File: config.mk
export PLATFORM = sky130hd
export DESIGN_NAME = mem_port_arbiter
export DESIGN_NICKNAME = d
export VERILOG_FILES = /design/src/rtl/arm_mem_pkg.sv /design/src/rtl/mem_port_arbiter.sv
export SDC_FILE = /design/constraint.sdc
export NUM_CORES = 1
export LEC_CHECK = 0
export CORE_UTILIZATION = 40
export DETAILED_ROUTE_END_ITERATION = 10
export PLACE_DENSITY = 0.86
export SYNTH_ARGS = -nofsm -noshare
export SYNTH_HDL_FRONTEND = slang
export SYNTH_SLANG_ARGS = --single-unit
File: constraint.sdc
create_clock -name clk -period 1.9 [get_ports clk]
set_input_delay 0.38 -clock clk [delete_from_list [all_inputs] [get_ports clk]]
set_output_delay 0.38 -clock clk [all_outputs]
set_load 0.02 [all_outputs]
File: src/rtl/arm_mem_pkg.sv
// Shared types for the core-side memory port arbiter.
package arm_mem_pkg;

  typedef enum logic [1:0] {
    StIdle,
    StReq,
    StWait
  } arb_state_e;

  typedef enum logic {
    OwnFetch = 1'b0,
    OwnData  = 1'b1
  } owner_e;

  localparam int unsigned StarveMaxDefault = 4;

endpackage

File: src/rtl/mem_port_arbiter.sv
// Arbitrates the core's fetch and data ports onto one unified memory port,
// one outstanding transaction at a time, with a bounded fetch-starvation count.
module mem_port_arbiter
  import arm_mem_pkg::*;
#(
  parameter int unsigned STARVE_MAX = StarveMaxDefault
) (
  input  logic        clk,
  input  logic        rst,
  input  logic        halt,
  input  logic        if_req,
  input  logic [31:0] if_addr,
  output logic        if_gnt,
  output logic        if_rvalid,
  output logic [31:0] if_rdata,
  input  logic        d_req,
  input  logic        d_we,
  input  logic [31:0] d_addr,
  input  logic [31:0] d_wdata,
  output logic        d_gnt,
  output logic        d_rvalid,
  output logic [31:0] d_rdata,
  output logic        m_req,
  output logic        m_we,
  output logic [31:0] m_addr,
  output logic [31:0] m_wdata,
  input  logic        m_ack,
  input  logic        m_rvalid,
  input  logic [31:0] m_rdata,
  output logic        proto_err
);

  localparam int unsigned CntW = $clog2(STARVE_MAX + 1);
  localparam logic [CntW-1:0] CntMax = CntW'(STARVE_MAX);

  arb_state_e      state_q, state_d;
  owner_e          owner_q, owner_d;
  logic [31:0]     addr_q, addr_d;
  logic [31:0]     wdata_q, wdata_d;
  logic            we_q, we_d;
  logic [CntW-1:0] starve_cnt_q, starve_cnt_d;
  logic            if_rvalid_q, if_rvalid_d;
  logic            d_rvalid_q, d_rvalid_d;
  logic [31:0]     if_rdata_q, if_rdata_d;
  logic [31:0]     d_rdata_q, d_rdata_d;
  logic            proto_err_q, proto_err_d;
  logic            starve_hit;
  logic            complete;

  assign starve_hit = (starve_cnt_q == CntMax);

  // Next-state, grant and completion routing.
  always_comb begin
    state_d      = state_q;
    owner_d      = owner_q;
    addr_d       = addr_q;
    wdata_d      = wdata_q;
    we_d         = we_q;
    starve_cnt_d = starve_cnt_q;
    if_rvalid_d  = 1'b0;
    d_rvalid_d   = 1'b0;
    if_rdata_d   = if_rdata_q;
    d_rdata_d    = d_rdata_q;
    proto_err_d  = 1'b0;
    if_gnt       = 1'b0;
    d_gnt        = 1'b0;
    m_req        = 1'b0;
    complete     = 1'b0;

    unique case (state_q)
      StIdle: begin
        proto_err_d = m_rvalid;
        if (!halt && if_req && (!d_req || starve_hit)) begin
          if_gnt       = 1'b1;
          owner_d      = OwnFetch;
          addr_d       = if_addr;
          we_d         = 1'b0;
          wdata_d      = 32'h0;
          starve_cnt_d = '0;
          state_d      = StReq;
        end else if (!halt && d_req) begin
          d_gnt   = 1'b1;
          owner_d = OwnData;
          addr_d  = d_addr;
          we_d    = d_we;
          wdata_d = d_wdata;
          if (if_req && !starve_hit) begin
            starve_cnt_d = starve_cnt_q + CntW'(1);
          end
          state_d = StReq;
        end
      end
      StReq: begin
        m_req = 1'b1;
        if (m_ack) begin
          complete = m_rvalid;
          state_d  = m_rvalid ? StIdle : StWait;
        end else begin
          // A response before the request is accepted cannot belong to it.
          proto_err_d = m_rvalid;
        end
      end
      StWait: begin
        if (m_rvalid) begin
          complete = 1'b1;
          state_d  = StIdle;
        end
      end
      default: state_d = StIdle;
    endcase

    if (complete) begin
      if (owner_q == OwnFetch) begin
        if_rvalid_d = 1'b1;
        if_rdata_d  = m_rdata;
      end else begin
        d_rvalid_d = 1'b1;
        d_rdata_d  = m_rdata;
      end
    end

    // Combinational handshakes are held low while reset is asserted.
    if (rst) begin
      if_gnt = 1'b0;
      d_gnt  = 1'b0;
      m_req  = 1'b0;
    end
  end

  // State and output registers, synchronous reset.
  always_ff @(posedge clk) begin
    if (rst) begin
      state_q      <= StIdle;
      owner_q      <= OwnFetch;
      addr_q       <= 32'h0;
      wdata_q      <= 32'h0;
      we_q         <= 1'b0;
      starve_cnt_q <= '0;
      if_rvalid_q  <= 1'b0;
      d_rvalid_q   <= 1'b0;
      if_rdata_q   <= 32'h0;
      d_rdata_q    <= 32'h0;
      proto_err_q  <= 1'b0;
    end else begin
      state_q      <= state_d;
      owner_q      <= owner_d;
      addr_q       <= addr_d;
      wdata_q      <= wdata_d;
      we_q         <= we_d;
      starve_cnt_q <= starve_cnt_d;
      if_rvalid_q  <= if_rvalid_d;
      d_rvalid_q   <= d_rvalid_d;
      if_rdata_q   <= if_rdata_d;
      d_rdata_q    <= d_rdata_d;
      proto_err_q  <= proto_err_d;
    end
  end

  assign m_addr    = addr_q;
  assign m_we      = we_q;
  assign m_wdata   = wdata_q;
  assign if_rvalid = if_rvalid_q;
  assign d_rvalid  = d_rvalid_q;
  assign if_rdata  = if_rdata_q;
  assign d_rdata   = d_rdata_q;
  assign proto_err = proto_err_q;

endmodule

# Word-level counts from Yosys, hierarchy flattened

Cells that the tools add are included.

$add $sub $neg: 1
Multipliers: 0
Div/mod/pow operators: 0
Magnitude comparators: 0
Equality and inequality tests: 6
Shifts and indexed selects: 0
Multiplexer cells: 33
Bitwise logic cells: 2
Reduce and logical (&&, ||, !) cells: 17

Operators with widths:

| kind                | count |
|---|---|
| $mux 32             | 4 |
| $mux 1              | 18 |
| $mux 2              | 5 |
| $mux 3              | 3 |
| $pmux 2 s3          | 1 |
| $reduce_and 2->1    | 3 |
| $reduce_and 3->1    | 2 |
| $logic_and 1x1->1   | 4 |
| $ne 2x2->1 const B  | 2 |
| $pmux 1 s2          | 2 |
| $reduce_bool 2->1   | 2 |
| $add 3x1->3 const B | 1 |
| $eq 3x3->1 const B  | 1 |
| $logic_not 1->1     | 3 |
| $ne 3x3->1 const B  | 1 |
| $eq 2x1->1 const B  | 1 |
| $eq 2x2->1 const B  | 1 |
| $logic_not 2->1     | 1 |
| $not 1->1           | 2 |
| $reduce_or 2->1     | 1 |
| $logic_or 1x1->1    | 1 |

Flip-flop bits (word level): 138
Bits in latches: 0
Bits in writable memories: 0
ROM bits: 0
Input port bits: 136
Output and inout bits: 135
Logic and storage cells: 70
Memories kept: 0

# Longest topological paths before layout

Gate-level depths: netlist (run 1).

Depth after elaboration: 6
Depth in mapped cells: 8
Gate-level depth less buffers: 5

# Worst setup path after synthesis (run 1)

No wires, ideal clock.

Path kind: reg-to-output
From: register state_q[0]
To: output port d_gnt
Arrival time: 1.339 ns
Slack: 0.181 ns
Cell stages (with the launch flop): 8
Buffers on the path: 3
Path through: dfxtp_1 inv_1 ha_1 nor2b_1 buf_4 o2111a_1 buf_4 buf_6

Longest elaborated chain between the ends: 3

Ends and longest elaborated chain:

| what                   | RTL line                | source |
|---|---|---|
| from (decl)            | mem_port_arbiter.sv:36  | `arb_state_e state_q, state_d;` |
| from (signal assigned) | mem_port_arbiter.sv:133 | `state_q <= StIdle;` |
| from (signal assigned) | mem_port_arbiter.sv:145 | `state_q <= state_d;` |
| $logic_not 2->1        | mem_port_arbiter.sv:70  | `unique case (state_q)` |
| $mux 1                 | mem_port_arbiter.sv:70  |  |
| $mux 1                 | mem_port_arbiter.sv:123 | `if (rst) begin` |
| to (decl)              | mem_port_arbiter.sv:20  | `output logic d_gnt,` |

No other way between the ends.

# Final worst setup path (run 1)

From: register starve_cnt_q[1]
To: output port d_gnt

Longest elaborated chain between the ends: 6

Ends and longest elaborated chain:

| what                   | RTL line                | source |
|---|---|---|
| from (decl)            | mem_port_arbiter.sv:41  | `logic [CntW-1:0] starve_cnt_q, starve_cnt_d;` |
| from (signal assigned) | mem_port_arbiter.sv:150 | `starve_cnt_q <= starve_cnt_d;` |
| $eq 3x3->1             | mem_port_arbiter.sv:50  | `assign starve_hit = (starve_cnt_q == CntMax);` |
| $logic_or 1x1->1       | mem_port_arbiter.sv:73  | `if (!halt && if_req && (!d_req \|\| starve_hit)) begin` |
| $logic_and 1x1->1      | mem_port_arbiter.sv:73  |  |
| $mux 1                 | mem_port_arbiter.sv:73  |  |
| $mux 1                 | mem_port_arbiter.sv:70  |  |
| $mux 1                 | mem_port_arbiter.sv:123 |  |

No other way between the ends.

==> results.toml, run 1 <==
[worst_setup_path]
crit_type = "flop to output port"
worstSetupStartpointType = "flop"
worstPathMaxFanout = 3
required_ns = 1.52
cp-startpoint = "starve_cnt_q[1]$_SDFFE_PP0P_"
worstPathArrival_ns = 1.47
worst_setup_path_end_kind = "output port"
reg2reg_from = "state_q[1]$_SDFFE_PP0P_"

[logic_synthesis]
synth_top_area_cell = "dfxtp_1"
syn-num-nets = 709
ys_warn_count = 0
synth-main-ff-cell = "dfxtp_1"
synthesis.area_sq_um = 5710
synth_enable_flop_cells = 0
seq_area_frac_synth_pct = 48.38
synthTopCellsByArea = "dfxtp_1, mux2i_1, a311oi_2, nand2_1, a22o_1"
synth_seq_cells = 138
synth.distinct_cells = 38
avgSynthCellArea_sq_um = 10.07
async_flop_share_pct = 0
synth_top_area_share_pct = 48.38
synthCells = 567

[routing]
drtIter0Drc = 256
ant_nets = 0
wl_mm = 16.50
drt_pass1_iterations = 4
via_per_inst = 5.107
detail_route.wl_per_cell_um = 15.98
vias = 5276
drc_errors = 0

[power_and_ir_drop]
power.share.clock_pct = 35.5
max-vdd-ir-drop_mv = 0.5631
p_per_area_nw_per_um2 = 956.6
combPwrFrac_pct = 27.4
switching_share_pct = 29.88
p_leak_nw = 3.539
total_power_mw = 8.895
p_sw_mw = 2.658
p_int_mw = 6.237
p_seq_share_pct = 37.1

[placed_design]
gp_congestion = 0.7878
place_area_sq_um = 8685
dp_hpwl_mm = 11.44
portBuffers = 270
pre_cts_slack_ns = -0.4495

[min_path]
worstHoldStart = "if_rdata[27]$_SDFFE_PP0P_"
hold_class = "flop to flop"

[final_layout]
syn_to_final_growth_pct = 62.82
antenna_cells = 0
fin_area_sq_um = 9298
nets = 982
fillers = 1123
drive_gt1_share_pct = 14.89

[die]
die_y_um = 121.5
dieArea_sq_um = 14760
io_pins = 271
core_area_sq_um = 13880
fp-row-count = 43
start_util_pct = 41.14
die_x_um = 121.5

[global_routing]
grt_max_degree = 102
grtUsageTotal_pct = 22.34
grt-ovfl-total = 0
grt_pass1_vias = 5223
antenna_found_initial = 0
grt_pass1_wl_mm = 25.52

[clock_tree]
root_buffer = "clkbuf_16"
clock_path_buffers = 2
cts_max_level = 4
clkSinkCount = 138
clk_pin_slew_ns = 0.06
clock_latency_ns = 0.42
cts_buffers = 17
cts_tree = "built"

[timing]
finalCritPeriodShare_pct = 97.33
tightest_slew_ns = 0.9657
finalSetupViolations = 0
rsz0062_at_grt = "yes"
finalWorstSetupSlack_ns = 0.05067
finalHoldViolCount = 0
slew_viol_final = 0
finalCriticalPeriod_ns = 1.849
finalClockSkew_ns = 0.005996
fmax_ghz = 0.5407
slew_headroom_pct = 35.62

[flow_run]
maxCapViolations = 0

[status]
status = "completed"
==> cells in the mapped netlist, types with 2 or more instances <==
cell type  instances
dfxtp_1          138
nand2_1          102
mux2i_1           66
a21oi_1           34
a22o_1            33
nand3_1           33
o21ai_0           32
a311oi_2          30
clkbuf_1          23
buf_2             16
buf_6             12
ha_1               6
inv_1              6
nor2b_1            4
buf_1              3
nor2_1             3
a311oi_1           2
buf_4              2
nor3_1             2
o21bai_1           2
==> final cells by class <==
type                            count  area, sq um  area share [%]
Multi-Input combinational cell    367         2648           28.48
Tap cell                          180        225.2           2.422
Clock inverter                     15        142.6           1.534
Clock buffer                       17        425.4           4.575
Timing Repair Buffer              310         3068           33.00
Sequential cell                   138         2766           29.75
Inverter                            6        22.52          0.2422
==> worst max-delay path, stage by stage, from the launching register on <==
cell,delay [ns]
dfxtp_2,0.33
inv_2,0.04
ha_4,0.16
a21boi_4,0.14
o2111a_2,0.25
buf_6,0.13
==> stage by stage <==
step | instances | util (%) | hold slack [ns] | setup TNS (ns)
after floorplan | 567 | - | 0.4486 | 0
after global placement | 1000 | 62.57 | 0.4412 | -8.171
after detailed placement | 1000 | 62.57 | 0.4486 | -9.914
after CTS | 1033 | 66.93 | 0.4594 | 0
after global routing | 1033 | 66.98 | 0.4691 | -0.02109
final | 1033 | 66.98 | 0.4548 | 0
==> cells in the final DEF (no fill, tap or decap), drive strengths merged, types with 2 or more instances in the layout <==
cell type        n
o21ai           32
mux2i           66
a22o            33
clkinvlp         6
clkbuf          17
a311oi          32
inv             10
nor2b            4
nand3           33
a21oi           36
ha               6
clkdlybuf4s50  265
o21bai           2
nor2             3
buf             44
clkinv           4
dfxtp          138
nand2          102
nor3             3
==> cell families after synthesis <==
logic type	Yosys count	synth area share (%)
AO/OA/AOI/OAI	141	20.90
adder cells (fa/ha/maj)	6	1.315
flip-flops	138	48.38
AND/OR/NAND/NOR	154	11.70
buffers and inverters	62	6.135
multiplexers	66	11.57
==> state kept, by name (all words and copies together), names as in the netlist, 2 cells and up <==
signal,count
d_rdata,32
if_rdata,32
m_addr,32
m_wdata,32
starve_cnt_q,3
state_q,2
==> final timing paths <==
kind | endpoint | slack, ns | depth (start not counted)
setup reg to reg | d_rdata[3]$_SDFFE_PP0P_ | 0.17 | 7
hold / removal | if_rdata[27]$_SDFFE_PP0P_ | 0.45 | 2
hold reg to reg | if_rdata[27]$_SDFFE_PP0P_ | 0.45 | 2
setup / recovery | d_gnt | 0.05 | 5
==> metal layers <==
metal  wire, um  part of all wire [%]  vias to the layer above  global-route usage [%]
met5          0                     0                        -                       0
met4        433                   2.6                        0                   11.03
met3       1199                   7.3                       32                   6.908
met2       8149                    49                      197                   37.50
met1       6720                    41                     2465                   25.54
li1           -                     -                     2582                       -
==> timing repair <==
action | in CTS | in global routing
setup endpoints to repair | 3 | 3
gates resized for setup | 26 | 7
gates cloned | 0 | 0
buffers inserted | 1 | 0
hold buffers | 0 | 0
pin swaps | 4 | 1
==> power by group through the flow <==
stage                     clock network (mW)  registers [mW]  logic [mW]
after global placement                     0            3.34        2.35
after CTS                               3.22            3.30        2.44
final                                   3.16            3.30        2.44
after global routing                    3.37            3.33        2.60
after detailed placement                   0            3.35        2.38
after floorplan                            0            3.64       0.988
(Power assumes the default switching activity.)
==> inputs of run 2 (changes only) <==
--- a/config.mk
+++ b/config.mk
@@ -7,7 +7,10 @@
 export LEC_CHECK = 0
 export CORE_UTILIZATION = 40
 export DETAILED_ROUTE_END_ITERATION = 10
+export GPL_ROUTABILITY_DRIVEN = 1
 export PLACE_DENSITY = 0.86
+export SETUP_SLACK_MARGIN = 0.3
 export SYNTH_ARGS = -nofsm -noshare
 export SYNTH_HDL_FRONTEND = slang
 export SYNTH_SLANG_ARGS = --single-unit
+export TNS_END_PERCENT = 10
==> run 2 against run 1 <==
- the run now ends with setup timing left
- cell count increased by 0.29%
- critical path depth unchanged
- clock-buffer cell count increased by 4
- sequential power barely moved
- register-to-register slack improved by 0.02 ns
- setup slack lost 0.073 ns
- via count rose by 0.66%
- die area did not move
- design area rose by 1.4%
- largest power group is now clock
- highest routed layer unchanged
==> results.toml, run 2 (synthesis gave the netlist of run 1 again) <==
[final_layout]
fin_area_sq_um = 9430
fillers = 1121
most-common-layout-cells = "dfxtp_1, dlygate4sd2_1, clkdlybuf4s50_1, nand2_1, mux2i_1"
multi_input_area_sq_um = 2708
drive_gt1_share_pct = 15.91
nets = 984
ff_latch_area_sq_um = 2768
final_common_cell = "dfxtp_1"
syn_to_final_growth_pct = 65.14

[worst_setup_path]
worstPathMaxFanout = 2
worstSetupStartpointType = "flop"
rrSetupSlack_ns = 0.19
worstPathArrival_ns = 1.54
required_ns = 1.52
worst_setup_path_end_kind = "output port"
crit_type = "flop to output port"

[timing]
setup-tns-final_ns = -0.02280
rsz0062_at_grt = "yes"
slew_headroom_pct = 36.03
finalHoldViolCount = 0
finalWorstSetupSlack_ns = -0.02280
tightest_slew_ns = 0.9595
finalSetupViolations = 1
holdWs_ns = 0.4521
finalClockSkew_ns = 0.01035
finalCriticalPeriod_ns = 1.923
slew_viol_final = 0
fmax_ghz = 0.5201
finalCritPeriodShare_pct = 101.2

[placed_design]
dp_hpwl_mm = 11.51
place_area_sq_um = 8692
gp_congestion = 0.7475
pre_cts_slack_ns = -0.5660
portBuffers = 270

[clock_tree]
clk_pin_slew_ns = 0.06
root_buffer = "clkbuf_16"
clock_latency_ns = 0.42
cts_tree = "built"
cts_max_level = 4
cts_buffers = 17
clock_path_buffers = 2
clkSinkCount = 138

[global_routing]
antenna_found_initial = 1
grt_pass1_vias = 5149
grt_max_degree = 102
grtUsageTotal_pct = 22.79
grt-ovfl-total = 0
grt_pass1_wl_mm = 26.04

[routing]
wl_mm = 17.37
drtIter0Drc = 285
drt_pass1_iterations = 5
drc_errors = 0
detail_route.wl_per_cell_um = 16.77
vias = 5311
ant_nets = 0
via_per_inst = 5.126

[die]
dieArea_sq_um = 14760
die_x_um = 121.5
die_y_um = 121.5
core_area_sq_um = 13880
start_util_pct = 41.14
fp-row-count = 43
io_pins = 271

[status]
status = "complete, but fails checks"
violations = "setup timing"

[min_path]
hold_class = "flop to flop"

[power_and_ir_drop]
max-vdd-ir-drop_mv = 0.7056
p_per_area_nw_per_um2 = 993.4
p_leak_nw = 4.262
total_power_mw = 9.368

[flow_run]
maxCapViolations = 0
-- run 2: repair_timing --
action,CTS,global route
pin swaps,6,12
endpoints found under the hold margin,0,0
resized for setup,172,14
setup endpoints to repair,266,135
cloned,0,3
buffers inserted,2,3
hold buffers,0,0
-- run 2: metrics by stage --
stage               std cells  utilization, %
global placement          995           62.62
global route             1036           67.94
CTS                      1029           66.73
floorplan                 567               -
detailed placement        995           62.62
finish                   1036           67.94
-- run 2: final cells by class --
cell class	count	area share, %
timing repair buffer	312	32.52
sequential	138	29.35
multi-input combinational	367	28.71
clock buffer	21	4.989
tap	180	2.388
clock inverter	11	1.778
inverter	6	0.2388
antenna	1	0.02654
-- run 2: worst max-delay path, stage by stage, from the launching register on --
cell and delay (ns):
dfxtp_2 0.34, inv_2 0.05, ha_4 0.16, a21boi_4 0.13
o2111a_2 0.30, buf_6 0.14
-- run 2: path summary, 6_finish.rpt --
path / from / end / depth (start not counted)
hold reg to reg: if_rdata[14]$_SDFFE_PP0P_ / if_rdata[14]$_SDFFE_PP0P_ / 2
hold / removal: if_rdata[14]$_SDFFE_PP0P_ / if_rdata[14]$_SDFFE_PP0P_ / 2
setup / recovery: starve_cnt_q[1]$_SDFFE_PP0P_ / d_gnt / 5
setup reg to reg: state_q[1]$_SDFFE_PP0P_ / if_rdata[26]$_SDFFE_PP0P_ / 9
-- run 2: report_power, final --
group / switching (mW) / total, mW / internal (mW)
registers: 0.132 / 3.29 / 3.16
clock network: 1.24 / 3.53 / 2.30
logic: 1.27 / 2.54 / 1.27
total: 2.64 / 9.37 / 6.73
-- run 2: routing by layer --
layer  share of wire (%)  vias up  GRT usage (%)
met5                   0        -              0
met4                 2.4        0          10.96
met1                  42     2509          27.60
met2                  50      193          37.71
li1                    -     2580              -
met3                 5.9       29          5.451
==> inputs of run 3 (changes only) <==
--- a/config.mk
+++ b/config.mk
@@ -6,6 +6,7 @@
 export NUM_CORES = 1
 export LEC_CHECK = 0
 export CORE_UTILIZATION = 40
+export CTS_CLUSTER_DIAMETER = 80
 export DETAILED_ROUTE_END_ITERATION = 10
 export GPL_ROUTABILITY_DRIVEN = 1
 export PLACE_DENSITY = 0.86
==> constraint.sdc (replaced) <==
create_clock -name clk -period 1.9 [get_ports clk]
set_input_delay 0.19 -clock clk [delete_from_list [all_inputs] [get_ports clk]]
set_output_delay 0.19 -clock clk [all_outputs]
set_load 0.02 [all_outputs]
==> run 3 against run 2 <==
- the flow now finishes without violations
- routed wire length grew 1.9%
- highest routed layer unchanged
- critical path depth stayed put
- maximum frequency rose by 11%
- largest power group unchanged
- setup slack better by 0.18 ns
- cell count shrank 0.97%
- clock-buffer cell count is the same
- flip-flop and latch count did not move
- first-iteration DRC count unchanged
==> results.toml, run 3 (synthesis gave the netlist of run 1 again) <==
[worst_setup_path]
worst_setup_path_end_kind = "output port"
required_ns = 1.71
worstPathMaxFanout = 3
ff2ff_path_depth = 8
r2r-end = "m_addr[17]$_SDFFE_PP0P_"
worstPathArrival_ns = 1.55
reg2reg_from = "state_q[0]$_SDFFE_PP0P_"
crit_type = "flop to output port"
worstSetupStartpointType = "flop"
rrSetupSlack_ns = 0.16

[timing]
finalClockSkew_ns = 0.008254
fmax_ghz = 0.5751
slew_headroom_pct = 35.40
finalCriticalPeriod_ns = 1.739
slew_viol_final = 0
rsz0062_at_grt = "yes"
tightest_slew_ns = 0.9690
finalCritPeriodShare_pct = 91.52
finalHoldViolCount = 0
finalSetupViolations = 0
setup-tns-final_ns = 0

[clock_tree]
clk_pin_slew_ns = 0.06
clock_latency_ns = 0.42
root_buffer = "clkbuf_16"
clock_path_buffers = 2
cts_buffers = 17
cts_tree = "built"
clkSinkCount = 138
cts_max_level = 4
holdBufCountCts = 0

[global_routing]
grt-ovfl-total = 0
antenna_found_initial = 0
grt_max_degree = 102
grt_pass1_wl_mm = 25.96
grt_pass1_vias = 5195
grtUsageTotal_pct = 22.76

[die]
start_util_pct = 41.14
core_area_sq_um = 13880
dieArea_sq_um = 14760
io_pins = 271
fp-row-count = 43
die_x_um = 121.5
die_y_um = 121.5

[flow_run]
maxCapViolations = 0

[final_layout]
most-common-layout-cells = "clkdlybuf4s50_1, dfxtp_1, nand2_1, mux2i_1, a21oi_1"
final_core_utilization_pct = 68.15
nets = 975
stdcell_count = 1026
drive_gt1_share_pct = 14.07
syn_to_final_growth_pct = 65.67
antenna_cells = 0
final_common_cell = "clkdlybuf4s50_1"
fin_area_sq_um = 9460

[routing]
drtIter0Drc = 285
vias = 5370
ant_nets = 0
via_per_inst = 5.234
detail_route.wl_per_cell_um = 17.26
wl_mm = 17.71
drc_errors = 0
drt_pass1_iterations = 4

[placed_design]
place_area_sq_um = 8597
dp_hpwl_mm = 11.58
portBuffers = 270
gp_congestion = 0.8017
place_inst = 986

[power_and_ir_drop]
p_per_area_nw_per_um2 = 995.5
max-vdd-ir-drop_mv = 0.6857
total_power_mw = 9.418
p_leak_nw = 3.606

[min_path]
hold_class = "input pin to flop"
worstHoldStart = "rst"
worst_hold_path.num_cells = 2
hold-path-endpoint = "if_rvalid$_SDFF_PP0_"

[status]
status = "completed"
run 3: worst max-delay path by stage:
stage	cells after the start	slack [ns]	startpoint	to
floorplan	7	0.33	state_q[1]$_SDFFE_PP0P_	d_rdata[10]$_SDFFE_PP0P_
global placement	4	-0.17	d_req	d_gnt
detailed placement	5	-0.20	d_req	m_wdata[21]$_SDFFE_PP0P_
CTS	5	0.13	state_q[0]$_SDFFE_PP0P_	d_gnt
global route	5	0.09	starve_cnt_q[0]$_SDFFE_PP0P_	d_gnt
finish	5	0.16	starve_cnt_q[0]$_SDFFE_PP0P_	d_gnt
run 3: critical path, cell delays in order (launching register included):
cell	delay, ns
dfxtp_2	0.33
inv_1	0.06
ha_4	0.17
a21boi_4	0.16
o2111a_2	0.28
buf_6	0.14
run 3: through the flow:
stage | hold WS [ns] | setup slack, ns
after floorplan | 0.3226 | 0.3286
after global placement | 0.4422 | -0.1669
after detailed placement | 0.4501 | -0.2008
after CTS | 0.1615 | 0.1296
after global routing | 0.1930 | 0.09247
final | 0.1757 | 0.1611
run 3: timing repair:
item | 4_1_cts | 5_1_grt
gates cloned | 1 | 4
buffers inserted | 2 | 1
resized for setup | 29 | 10
setup endpoints to repair | 106 | 152
pin swaps | 5 | 2
run 3: power by group:
| part | total, mW | switching, mW | internal [mW] |
|---|---|---|---|
| Clock | 3.62 | 1.25 | 2.37 |
| Combinational | 2.49 | 1.23 | 1.27 |
| Sequential | 3.31 | 0.149 | 3.16 |
| Total | 9.42 | 2.63 | 6.79 |
run 3: cell type report:
class,count,area (sq um)
Clock inverter,11,193.9
Clock buffer,21,450.4
Inverter,6,22.52
Tap cell,180,225.2
Sequential cell,138,2768
Multi-Input combinational cell,368,2694
Timing Repair Buffer,302,3107
Fill cell,1082,4420
run 3: layer usage:
layer	vias up	part of all wire (%)	global-route usage [%]	wire, um
met5	-	0	0	0
met1	2580	41	26.41	7304
met2	190	50	39.06	8835
met3	35	6.5	7.096	1147
met4	0	2.4	8.256	421
li1	2565	-	-	-
